$ cat src/rtl/setting_ctrl.sv
// setting_ctrl: settings-menu controller.
// Turns debounced button levels into a menu cursor and six saturating game
// settings. The menu only reacts while view == 0.
// Optional build macro SETTING_AUTOREPEAT_EN adds hold-to-repeat on up/down.
module setting_ctrl #(
  parameter int HOLD_CYCLES   = 50_000_000,
  parameter int REPEAT_CYCLES = 10_000_000
) (
  input  logic       clk,
  input  logic       rst,
  input  logic [2:0] view,
  input  logic       btn_up,
  input  logic       btn_down,
  input  logic       btn_next,
  input  logic       btn_back,
  output logic [2:0] state,
  output logic [2:0] player_count,
  output logic [3:0] question_count,
  output logic [6:0] answer_time,
  output logic [6:0] win_score,
  output logic [3:0] success_score,
  output logic [3:0] fail_score,
  output logic       done
);

  typedef enum logic [2:0] {
    ST_ROOT      = 3'd0,
    ST_PLAYERS   = 3'd1,
    ST_QUESTIONS = 3'd2,
    ST_TIME      = 3'd3,
    ST_WIN       = 3'd4,
    ST_SUCCESS   = 3'd5,
    ST_FAIL      = 3'd6,
    ST_BAD       = 3'd7
  } menu_state_t;

  localparam int BTN_UP   = 0;
  localparam int BTN_DOWN = 1;
  localparam int BTN_NEXT = 2;
  localparam int BTN_BACK = 3;

  logic [3:0] btn;
  logic [3:0] prev_reg;
  logic [3:0] edge_ev;
  logic [1:0] step_ev;
  logic       menu_active;

  assign btn         = {btn_back, btn_next, btn_down, btn_up};
  assign menu_active = (view == 3'd0);

  genvar gi;
  generate
    for (gi = 0; gi < 4; gi++) begin : g_edge
      // History follows the level in every view; loading 1 in reset means a
      // button held through reset must be released before it counts again.
      always_ff @(posedge clk) begin
        if (rst) prev_reg[gi] <= 1'b1;
        else     prev_reg[gi] <= btn[gi];
      end
      assign edge_ev[gi] = btn[gi] & ~prev_reg[gi] & menu_active;
    end
  endgenerate

`ifdef SETTING_AUTOREPEAT_EN
  localparam int CNT_MAX = (HOLD_CYCLES > REPEAT_CYCLES) ? HOLD_CYCLES : REPEAT_CYCLES;
  localparam int CNT_W   = $clog2(CNT_MAX + 1);

  logic [1:0] rpt_ev;

  generate
    for (gi = 0; gi < 2; gi++) begin : g_repeat
      logic [CNT_W-1:0] cnt_reg;
      logic             armed_reg;
      logic             rep_reg;
      logic             hold_ok;

      // Holding both directions, releasing, or leaving the menu stops repeat.
      assign hold_ok    = btn[gi] & menu_active & ~(btn_up & btn_down);
      assign rpt_ev[gi] = armed_reg & hold_ok &
                          (cnt_reg == (rep_reg ? CNT_W'(REPEAT_CYCLES) : CNT_W'(HOLD_CYCLES)));

      // cnt_reg counts cycles since the press or the last repeat step.
      always_ff @(posedge clk) begin
        if (rst || !hold_ok) begin
          armed_reg <= 1'b0;
          rep_reg   <= 1'b0;
          cnt_reg   <= '0;
        end else if (edge_ev[gi]) begin
          armed_reg <= 1'b1;
          rep_reg   <= 1'b0;
          cnt_reg   <= CNT_W'(1);
        end else if (armed_reg) begin
          if (rpt_ev[gi]) begin
            rep_reg <= 1'b1;
            cnt_reg <= CNT_W'(1);
          end else begin
            cnt_reg <= CNT_W'(cnt_reg + 1'b1);
          end
        end
      end
    end
  endgenerate

  assign step_ev = edge_ev[1:0] | rpt_ev;
`else
  localparam int unused_timing = HOLD_CYCLES + REPEAT_CYCLES;
  assign step_ev = edge_ev[1:0];
`endif

  menu_state_t state_reg, state_next;
  logic        done_reg, done_next;
  logic [2:0]  pc_reg, pc_next;
  logic [3:0]  qc_reg, qc_next;
  logic [6:0]  at_reg, at_next;
  logic [6:0]  ws_reg, ws_next;
  logic [3:0]  ss_reg, ss_next;
  logic [3:0]  fs_reg, fs_next;
  logic        step_up, step_dn;

  // Saturating +/-1; bound checked first so the step never overflows.
  function automatic logic [6:0] sat_step(input logic [6:0] val, input logic [6:0] lo,
                                          input logic [6:0] hi, input logic up);
    if (up) return (val < hi) ? val + 7'd1 : val;
    else    return (val > lo) ? val - 7'd1 : val;
  endfunction

  assign step_up = step_ev[0] & ~step_ev[1];
  assign step_dn = step_ev[1] & ~step_ev[0];

  // Cursor, done pulse and settings registers.
  always_ff @(posedge clk) begin
    if (rst) begin
      state_reg <= ST_ROOT;
      done_reg  <= 1'b0;
      pc_reg    <= 3'd2;
      qc_reg    <= 4'd5;
      at_reg    <= 7'd30;
      ws_reg    <= 7'd10;
      ss_reg    <= 4'd3;
      fs_reg    <= 4'd1;
    end else begin
      state_reg <= state_next;
      done_reg  <= done_next;
      pc_reg    <= pc_next;
      qc_reg    <= qc_next;
      at_reg    <= at_next;
      ws_reg    <= ws_next;
      ss_reg    <= ss_next;
      fs_reg    <= fs_next;
    end
  end

  // Next-state: back beats next beats up/down; up/down only touch the selected setting.
  always_comb begin
    state_next = state_reg;
    done_next  = 1'b0;
    pc_next    = pc_reg;
    qc_next    = qc_reg;
    at_next    = at_reg;
    ws_next    = ws_reg;
    ss_next    = ss_reg;
    fs_next    = fs_reg;
    if (state_reg == ST_BAD) begin
      state_next = ST_ROOT;
    end else if (edge_ev[BTN_BACK]) begin
      if (state_reg == ST_ROOT) done_next  = 1'b1;
      else                      state_next = ST_ROOT;
    end else if (edge_ev[BTN_NEXT]) begin
      if (state_reg == ST_FAIL) state_next = ST_PLAYERS;
      else                      state_next = menu_state_t'(state_reg + 3'd1);
    end else if (step_up || step_dn) begin
      case (state_reg)
        ST_PLAYERS:   pc_next = 3'(sat_step(7'(pc_reg), 7'd1, 7'd4,  step_up));
        ST_QUESTIONS: qc_next = 4'(sat_step(7'(qc_reg), 7'd1, 7'd9,  step_up));
        ST_TIME:      at_next = sat_step(at_reg, 7'd5, 7'd99, step_up);
        ST_WIN:       ws_next = sat_step(ws_reg, 7'd1, 7'd99, step_up);
        ST_SUCCESS:   ss_next = 4'(sat_step(7'(ss_reg), 7'd1, 7'd9,  step_up));
        ST_FAIL:      fs_next = 4'(sat_step(7'(fs_reg), 7'd0, 7'd9,  step_up));
        default: ;
      endcase
    end
  end

  assign state          = state_reg;
  assign done           = done_reg;
  assign player_count   = pc_reg;
  assign question_count = qc_reg;
  assign answer_time    = at_reg;
  assign win_score      = ws_reg;
  assign success_score  = ss_reg;
  assign fail_score     = fs_reg;

endmodule

$ cat config.mk
export PLATFORM = sky130hd
export DESIGN_NAME = setting_ctrl
export DESIGN_NICKNAME = d
export VERILOG_FILES = /design/src/rtl/setting_ctrl.sv
export SDC_FILE = /design/constraint.sdc
export NUM_CORES = 1
export LEC_CHECK = 0
export CAP_MARGIN = 20
export CORE_MARGIN = 4
export CORE_UTILIZATION = 45
export DETAILED_ROUTE_END_ITERATION = 6
export GPL_TIMING_DRIVEN = 0
export PLACE_DENSITY = 0.7
export SLEW_MARGIN = 20
export SYNTH_ARGS = -nofsm -noshare
export SYNTH_HDL_FRONTEND = slang
export SYNTH_SLANG_ARGS = --single-unit
$ cat constraint.sdc
create_clock -name clk -period 4.3 [get_ports clk]
set_input_delay 0.645 -clock clk [delete_from_list [all_inputs] [get_ports clk]]
set_output_delay 0.645 -clock clk [all_outputs]
set_load 0.02 [all_outputs]
# == Yosys cells after proc, flatten, opt, wreduce, memory -nomap -nowiden ==
# Cells that the tools add are included.
# classes
addsub,13
order_cmp,12
eq_ne,14
mux,23
n_bitwise,19
n_reduce_logical,19
# ops
op,n
7-bit 2-to-1 mux,6
7-bit AND reduction,6
4-bit 2-to-1 mux,9
3-bit 2-to-1 mux,7
7-bit by 1-bit adder with 7-bit output (second input constant),2
7-bit < comparator (second input constant),2
2-bit nonzero test,7
7-bit by 1-bit subtractor with 7-bit output (second input constant),2
4-bit by 1-bit adder with 4-bit output (second input constant),3
3-bit equality test (second input constant),4
4-bit by 1-bit > comparator with 1-bit output (second input constant),3
4-bit < comparator (second input constant),3
2-bit by 1-bit != test with 1-bit output (second input constant),6
4-bit by 1-bit subtractor with 4-bit output (second input constant),3
1-bit AND,10
1-bit NOT,9
7-bit by 1-bit > comparator with 1-bit output (second input constant),1
7-bit by 3-bit > comparator with 1-bit output (second input constant),1
3-bit by 1-bit adder with 3-bit output (second input constant),2
3-bit by 2-bit equality test with 1-bit output (second input constant),2
3-bit zero test,2
3-bit by 1-bit equality test with 1-bit output (second input constant),1
3-bit by 1-bit > comparator with 1-bit output (second input constant),1
3-bit < comparator (second input constant),1
other kinds (7),7
# totals
regBits,37
in_bits,9
output_inout_bits,33
wordCells,112

# == Logic depth before layout (Yosys ltp) ==
# Gate-level depths: netlist (run 1).
# depth
ltp_word,7
ltp_mapped,11

# == Least setup slack after synthesis (run 1) ==
# Ideal clock, no wire load.
# synth_path
kind,input -> register
start,in view[1]
end,reg at_reg[6] (netlist: answer_time[6])
setup_time_ns,0.121
t_arrival_ns,3.251
setup_slack_ns,0.928
stages,11
n_path_buf,1
path_cell_list,nor3_1 and3b_1 ha_1 buf_4 clkinv_1 fa_1 a211oi_1 nor2_1 mux2i_1 nand3_1 mux2_2
# synth_via
elab_chain_cells,6
word_cells_on_any_way,16
# synth_lines
item,line_no,source
"start, declared",11,"input logic [2:0] view,"
3-bit zero test (*),49,assign menu_active = (view == 3'd0);
1-bit AND,60,assign edge_ev[gi] = btn[gi] & ~prev_reg[gi] & menu_active;
1-bit NOT (on tied branches),"127, 128",
1-bit AND (on tied branches),"127, 128",
2-bit by 1-bit != test with 1-bit output (no line) (tied with other cells),--,
7-bit AND reduction (no line),--,
"end signal, assigned",146,at_reg <= at_next;
"end, declared",114,"logic [6:0] at_reg, at_next;"
# Every way passes the cells marked *; elsewhere a longest branch is shown, timed or not.
# A chain may end at the register's enable or synchronous reset.

# == Final worst setup path (run 1) ==
# Same ends and word-level chain as after synthesis.

==> reports/qor.csv, run 1 <==
metric,value,unit
status,finished clean,
overflow left after global routing,0,
global route hottest layer,met2,
synth warn,0,
most numerous cell in the Yosys netlist,dfxtp_1,
hold path depth,2,
top-area cell type share of the netlist area,30.75,%
layout filler cell count,495,
mean routed wirelength per cell,14.21,um
worst hold start,question_count[3]$_SDFFE_PP0P_,
H-tree levels,2,
CP required,4490,ps
top post-synthesis cells by area,"dfxtp_1 31%, ha_1 11%, mux2i_1 5.0%",
PwrDens,227.2,nW/um^2
via count,2241,
Num CTS Buffers,5,
Synth Area in Compound Gates,18.39,%
Area Overhead vs Synth,25.66,%
largest net degree at the start of global routing,17,
Syn Inst Count,279,
syn_nets,311,
CP arrival,3980,ps
HPWL Detailed,4.066,mm
asr flop ratio synth,0,%
drt drc,0,
minimum clock period,3792,ps
Crit. End Element,flip-flop,
FF/Latch Area,740.7,um^2
CTS tree,done,
R2R depth,10,
Root Buffer,clkbuf_8,
peak fanout along the critical path,16,
Final setup violation count,0,
Die Ht,81.16,um
Max Root-Sink Buffers,2,
most frequent cells after synthesis,"37 x dfxtp_1, 22 x nor2_1, 21 x ha_1",
Post-Synth Adder-Cell Area,12.57,%
Skew-Pair Late Insertion Delay,300,ps
vias in the first global route,2071,
P_leak,1.083,nW
XOR/XNOR share of the synthesized area,3.636,%
register area share after synthesis,30.75,%
distinct cell type count after synthesis,49,
largest family of logic cells by synthesized area,simple AND/OR/NAND/NOR gates,
initial antenna violation count,0,
Die Area,6587,um^2
worst-margin pin slew,561.6,ps
unrepaired setup endpoints after global routing,false,
worst reg2reg setup slack,1360,ps
Hold Path Class,flip-flop to flip-flop,
Worst setup startpoint,view[1],
first-pass GRT wire length,9.570,mm
Pins Over Slew Limit,0,
peak supply drop,0.0001573,V
RD Place Congestion,0.8715,
port buffer count,41,
layout cell share with drive strength beyond 1,8.537,%
# IOs,42,
multi-input logic area,1548,um^2
met1 Track Usage GR,24.53,%
Mean Syn Cell Area,8.633,um^2
Yosys reg bits,37,
post-CTS setup buffers,0,
GR Layer Usage met3,2.882,%
post-synthesis mux area share,6.390,%
crit share post-route,88.19,%
routed wire length,5.656,mm
Post-synth EDFFs,0,
simple logic cell fraction of the synthesized area,23.06,%
setup TNS,0,ps
Initial Util,46.86,%
part of the power in registers,50.2,%
synthesized area,2409,um^2
core area,5140,um^2
initial detailed-routing violation count,71,
Row Count,26,
internal power,0.0005321,W
GRT Total Usage,18.31,%
Post-synth top flop,dfxtp_1,
drt first pass iters,5,
sw frac,22.64,%
antenna cells,0,
Total Power,0.0006878,W
Placement Setup Slack,33.03,ps
die span in x,81.16,um
vias per cell,5.631,
max-cap viol count,0,
Clock Power Share,45.3,%
Detail Route Antenna Nets,0,
"Hold-fix buffers, CTS",0,
Switch Pwr,0.0001557,W
Logic pwr share,4.5,%
"Reg clk slew, reported paths",80,ps
fmax,0.2637,GHz
Worst slew margin,62.24,%
CP max-delay cell,fa_1,
reg2reg start,prev_reg[0]$_SDFF_PP1_,
largest area contributor in the netlist,dfxtp_1,
Setup Skew,10.02,ps
Setup WS post-layout,507.6,ps
Sink Count,37,
Final #Nets,359,
Final Hold Violating Endpoints,0,
met2 Resource Use GR,29.56,%
Crit Path Class,input pin to flip-flop,
worst path cell trace,clkdlybuf4s50_1 -> nor3_2 -> and3b_1 -> ha_1 -> buf_4 -> clkinv_1 -> fa_1 -> a211oi_1 -> nor2_1 -> mux2i_1 -> nand3_1 -> mux2_2,
CP startpoint kind,input pin,
CP peak stage delay,630,ps
stage by stage:
step           util [%]  cell area, um^2  hold WS [ps]  instances
4_1_cts           58.79             3022         528.7        398
5_1_grt           58.89             3027         548.7        398
2_1_floorplan         -             2409         524.7        279
3_5_place_dp      56.55             2907         509.4        390
6_report          58.89             3027         527.5        398
3_3_place_gp      56.55             2907         501.5        390
metal layers:
metal | wire (um) | part of all wire [%]
met5 | 0 | 0
met1 | 2732 | 48
met2 | 2645 | 47
met3 | 184 | 3.3
met4 | 93 | 1.6
cells in the final DEF (no fill, tap or decap), types with 4 or more instances in the layout:
| master | instances |
|---|---|
| clkdlybuf4s50_1 | 41 |
| dfxtp_1 | 37 |
| nor2_1 | 22 |
| ha_1 | 21 |
| a21oi_1 | 16 |
| inv_1 | 13 |
| nor3_1 | 13 |
| nand3_1 | 12 |
| nand2_1 | 12 |
| mux2i_1 | 12 |
| o21ai_0 | 11 |
| or4_1 | 9 |
| nor2b_1 | 8 |
| o31ai_1 | 8 |
| xor2_1 | 7 |
| a211oi_1 | 6 |
| o211ai_1 | 5 |
| or3_1 | 5 |
| nand4_1 | 5 |
| clkbuf_8 | 5 |
| buf_2 | 4 |
| clkbuf_1 | 4 |
| or2_2 | 4 |
final timing paths:
path | to
min | question_count[3]$_SDFFE_PP0P_
max reg2reg | answer_time[6]$_SDFFE_PP0P_
max | answer_time[6]$_SDFFE_PP0P_
min reg2reg | question_count[3]$_SDFFE_PP0P_
cell type report:
cell class              instances  share of cell area [%]
plain buffers                  12                   2.398
clock buffers                   5                   2.274
clock inverters                 3                   1.530
multi-input cells             216                   51.14
well taps                      70                   2.894
inverters                      14                   1.736
flip-flops and latches         37                   24.47
repair buffers                 41                   13.56
worst max-delay path, delay by kind of cell:
family                     cells  cell delay (ps)
and+or+nand+nor                4              780
buffers and inverters          3             1040
AOI/OAI and AO/OA              1              250
adders and majority gates      2              810
muxes                          2              460
what timing repair did:
item	CTS	global route
gates resized for setup	0	1
setup endpoints to repair	0	1
endpoints found under the hold margin	0	0
logic make-up (layout without fill, tap and decap cells):
logic type / Yosys count / count (layout)
AOI/OAI and AO/OA: 65 / 65
xor gates and xnor gates: 10 / 10
adders and majority gates: 23 / 23
buffers and inverters: 26 / 75
DFF: 37 / 37
muxes: 15 / 15
and+or+nand+nor: 103 / 103
power by group through the flow:
stage	clock [W]	combinational [W]	sequential (W)
final	0.000312	0.0000311	0.000345
after global routing	0.000333	0.0000348	0.000345
after CTS	0.000317	0.0000311	0.000345
after detailed placement	0	0.0000310	0.000353
after global placement	0	0.0000303	0.000353
after floorplan	0	0.0000168	0.000353
(Power assumes the default switching activity.)
==> run 2: changes to the inputs <==
CORE_MARGIN = 2   (was 4)
==> run 2 against run 1 <==
Largest cell class unchanged. Register-to-register slack barely moved. Critical path depth unchanged. Via count fell by 1.3%. Hold slack gained 2.4 ps.
==> reports/qor.csv, run 2 (synthesis results as in run 1) <==
metric,value,unit,change
CP max-delay cell,fa_1,,unchanged
CP required,4480,ps,was 4490 ps
minimum clock period,3950,ps,was 3792 ps
via count,2212,,was 2241
GRT Total Usage,19.25,%,was 18.31%
fmax,0.2532,GHz,was 0.2637 GHz
WHS,529.9,ps,was 527.5 ps
Total Power,0.0006908,W,was 0.0006878 W
"delay-heaviest family, CP",buffers and inverters,,unchanged
Crit Path Class,input pin to flip-flop,,unchanged
Area after DPL,2907,um^2,unchanged
Area Overhead vs Synth,25.51,%,was 25.66%
vias per cell,5.558,,was 5.631
Die Ht,77.16,um,was 81.16 um
Die Area,5954,um^2,was 6587 um^2
Critical Path Stages,12,,unchanged
post-route cell area,3023,um^2,was 3027 um^2
Final Hold Violating Endpoints,0,,unchanged
R2R depth,10,,unchanged
drt first pass iters,4,,was 5
mean routed wirelength per cell,13.78,um,was 14.21 um
Crit. End Element,flip-flop,,unchanged
vias in the first global route,2054,,was 2071
"most common cell after layout, fill and taps aside",clkdlybuf4s50_1,,unchanged
CP peak stage delay,630,ps,about the same
setup TNS,0,ps,unchanged
CP startpoint kind,input pin,,unchanged
Initial Util,46.86,%,unchanged
Hold Path Class,flip-flop to flip-flop,,unchanged
Worst slew margin,59.69,%,was 62.24%
Buf/Inv on CP,3,,unchanged
drt drc,0,,unchanged
HPWL Detailed,3.957,mm,was 4.066 mm
"Hold-fix buffers, CTS",0,,unchanged
routed wire length,5.484,mm,was 5.656 mm
Placement Setup Slack,43.26,ps,was 33.03 ps
die span in x,77.16,um,was 81.16 um
initial detailed-routing violation count,89,,was 71
peak supply drop,0.0001689,V,was 0.0001573 V
Final setup violation count,0,,unchanged
worst path cell trace,clkdlybuf4s50_1 -> nor3_1 -> and3b_1 -> ha_1 -> buf_4 -> clkinv_1 -> fa_1 -> a211oi_1 -> nor2_1 -> mux2i_1 -> nand3_1 -> mux2_2,,was clkdlybuf4s50_1 -> nor3_2 -> and3b_1 -> ha_1 -> buf_4 -> clkinv_1 -> fa_1 -> a211oi_1 -> nor2_1 -> mux2i_1 -> nand3_1 -> mux2_2
P_leak,1.086,nW,was 1.083 nW
crit share post-route,91.85,%,was 88.19%
layout filler cell count,519,,was 495
initial antenna violation count,0,,unchanged
RD Place Congestion,0.8380,,was 0.8715
# IOs,42,,unchanged
CTS tree,done,,unchanged
antenna cells,0,,unchanged
layout cell share with drive strength beyond 1,7.927,%,was 8.537%
hold path depth,2,,unchanged
worst reg2reg setup slack,1370,ps,was 1360 ps
Row Count,26,,unchanged
max-cap viol count,0,,unchanged
Detail Route Antenna Nets,0,,unchanged
unrepaired setup endpoints after global routing,false,,unchanged
Final #Nets,359,,unchanged
Num CTS Buffers,5,,unchanged
largest net degree at the start of global routing,17,,unchanged
overflow left after global routing,0,,unchanged
Pins Over Slew Limit,0,,unchanged
post-cts resize count,0,,unchanged
core area,5140,um^2,unchanged
PwrDens,228.5,nW/um^2,was 227.2 nW/um^2
highest-count cells in the layout ignoring fill and taps,"41 x clkdlybuf4s50_1, 37 x dfxtp_1, 22 x nor2_1, 21 x ha_1, 16 x a21oi_1",,unchanged
Setup WS post-layout,350.4,ps,was 507.6 ps
H-tree levels,2,,unchanged
peak fanout along the critical path,16,,unchanged
Skew-Pair Late Insertion Delay,290,ps,was 300 ps
status,finished clean,,unchanged
Max Root-Sink Buffers,2,,unchanged
Sink Count,37,,unchanged
"Reg clk slew, reported paths",70,ps,was 80 ps
first-pass GRT wire length,9.356,mm,was 9.570 mm
port buffer count,41,,unchanged
CP arrival,4130,ps,was 3980 ps
Root Buffer,clkbuf_8,,unchanged
post-CTS setup buffers,0,,unchanged
Setup Skew,8.483,ps,was 10.02 ps
worst-margin pin slew,600.0,ps,was 561.6 ps
run 2: cell count changes in the layout (fill, tap and decap cells not counted), sizes merged:
cell and delta:
clkinvlp -1, clkbuf +2, clkinv -1
run 2: power by group:
group / switching, W / internal (W)
combinational: 0.0000166 / 0.0000138
sequential: 0.000000753 / 0.000344
clock: 0.000126 / 0.000189
run 2: per-layer routing:
| layer | track usage, % | up-vias | part of all wire, % |
|---|---|---|---|
| met5 | 0 | - | 0 |
| met4 | 5.536 | 0 | 1.2 |
| met3 | 4.235 | 9 | 4.4 |
| met2 | 32.09 | 42 | 47 |
| met1 | 24.95 | 1038 | 47 |
| li1 | - | 1123 | - |
run 2: area by class of cell:
class	instances	area (um^2)	share of cell area [%]
Sequential cell	37	740.7	24.50
Inverter	14	52.55	1.738
Buffer	12	72.57	2.401
Tap cell	70	87.58	2.897
Multi-Input combinational cell	216	1543	51.03
Timing Repair Buffer	41	410.4	13.58
Clock inverter	1	30.03	0.9934
Clock buffer	7	86.33	2.856
run 2: metrics by stage:
stage               utilization, %  cells
floorplan                        -    279
global placement             56.55    390
detailed placement           56.55    390
CTS                          58.81    398
global route                 58.81    398
finish                       58.81    398
run 2: worst min-delay path, cell delays in order, from the launching register on:
cell     delay, ps
dfxtp_1        350
o31ai_1         80
a21oi_1         60
run 2: final timing paths:
| kind | end | from |
|---|---|---|
| worst max-delay path | answer_time[6]$_SDFFE_PP0P_ | view[1] |
| worst min-delay path | win_score[6]$_SDFFE_PP0P_ | win_score[6]$_SDFFE_PP0P_ |
| worst max register to register | answer_time[6]$_SDFFE_PP0P_ | prev_reg[0]$_SDFF_PP1_ |
| worst min register to register | win_score[6]$_SDFFE_PP0P_ | win_score[6]$_SDFFE_PP0P_ |
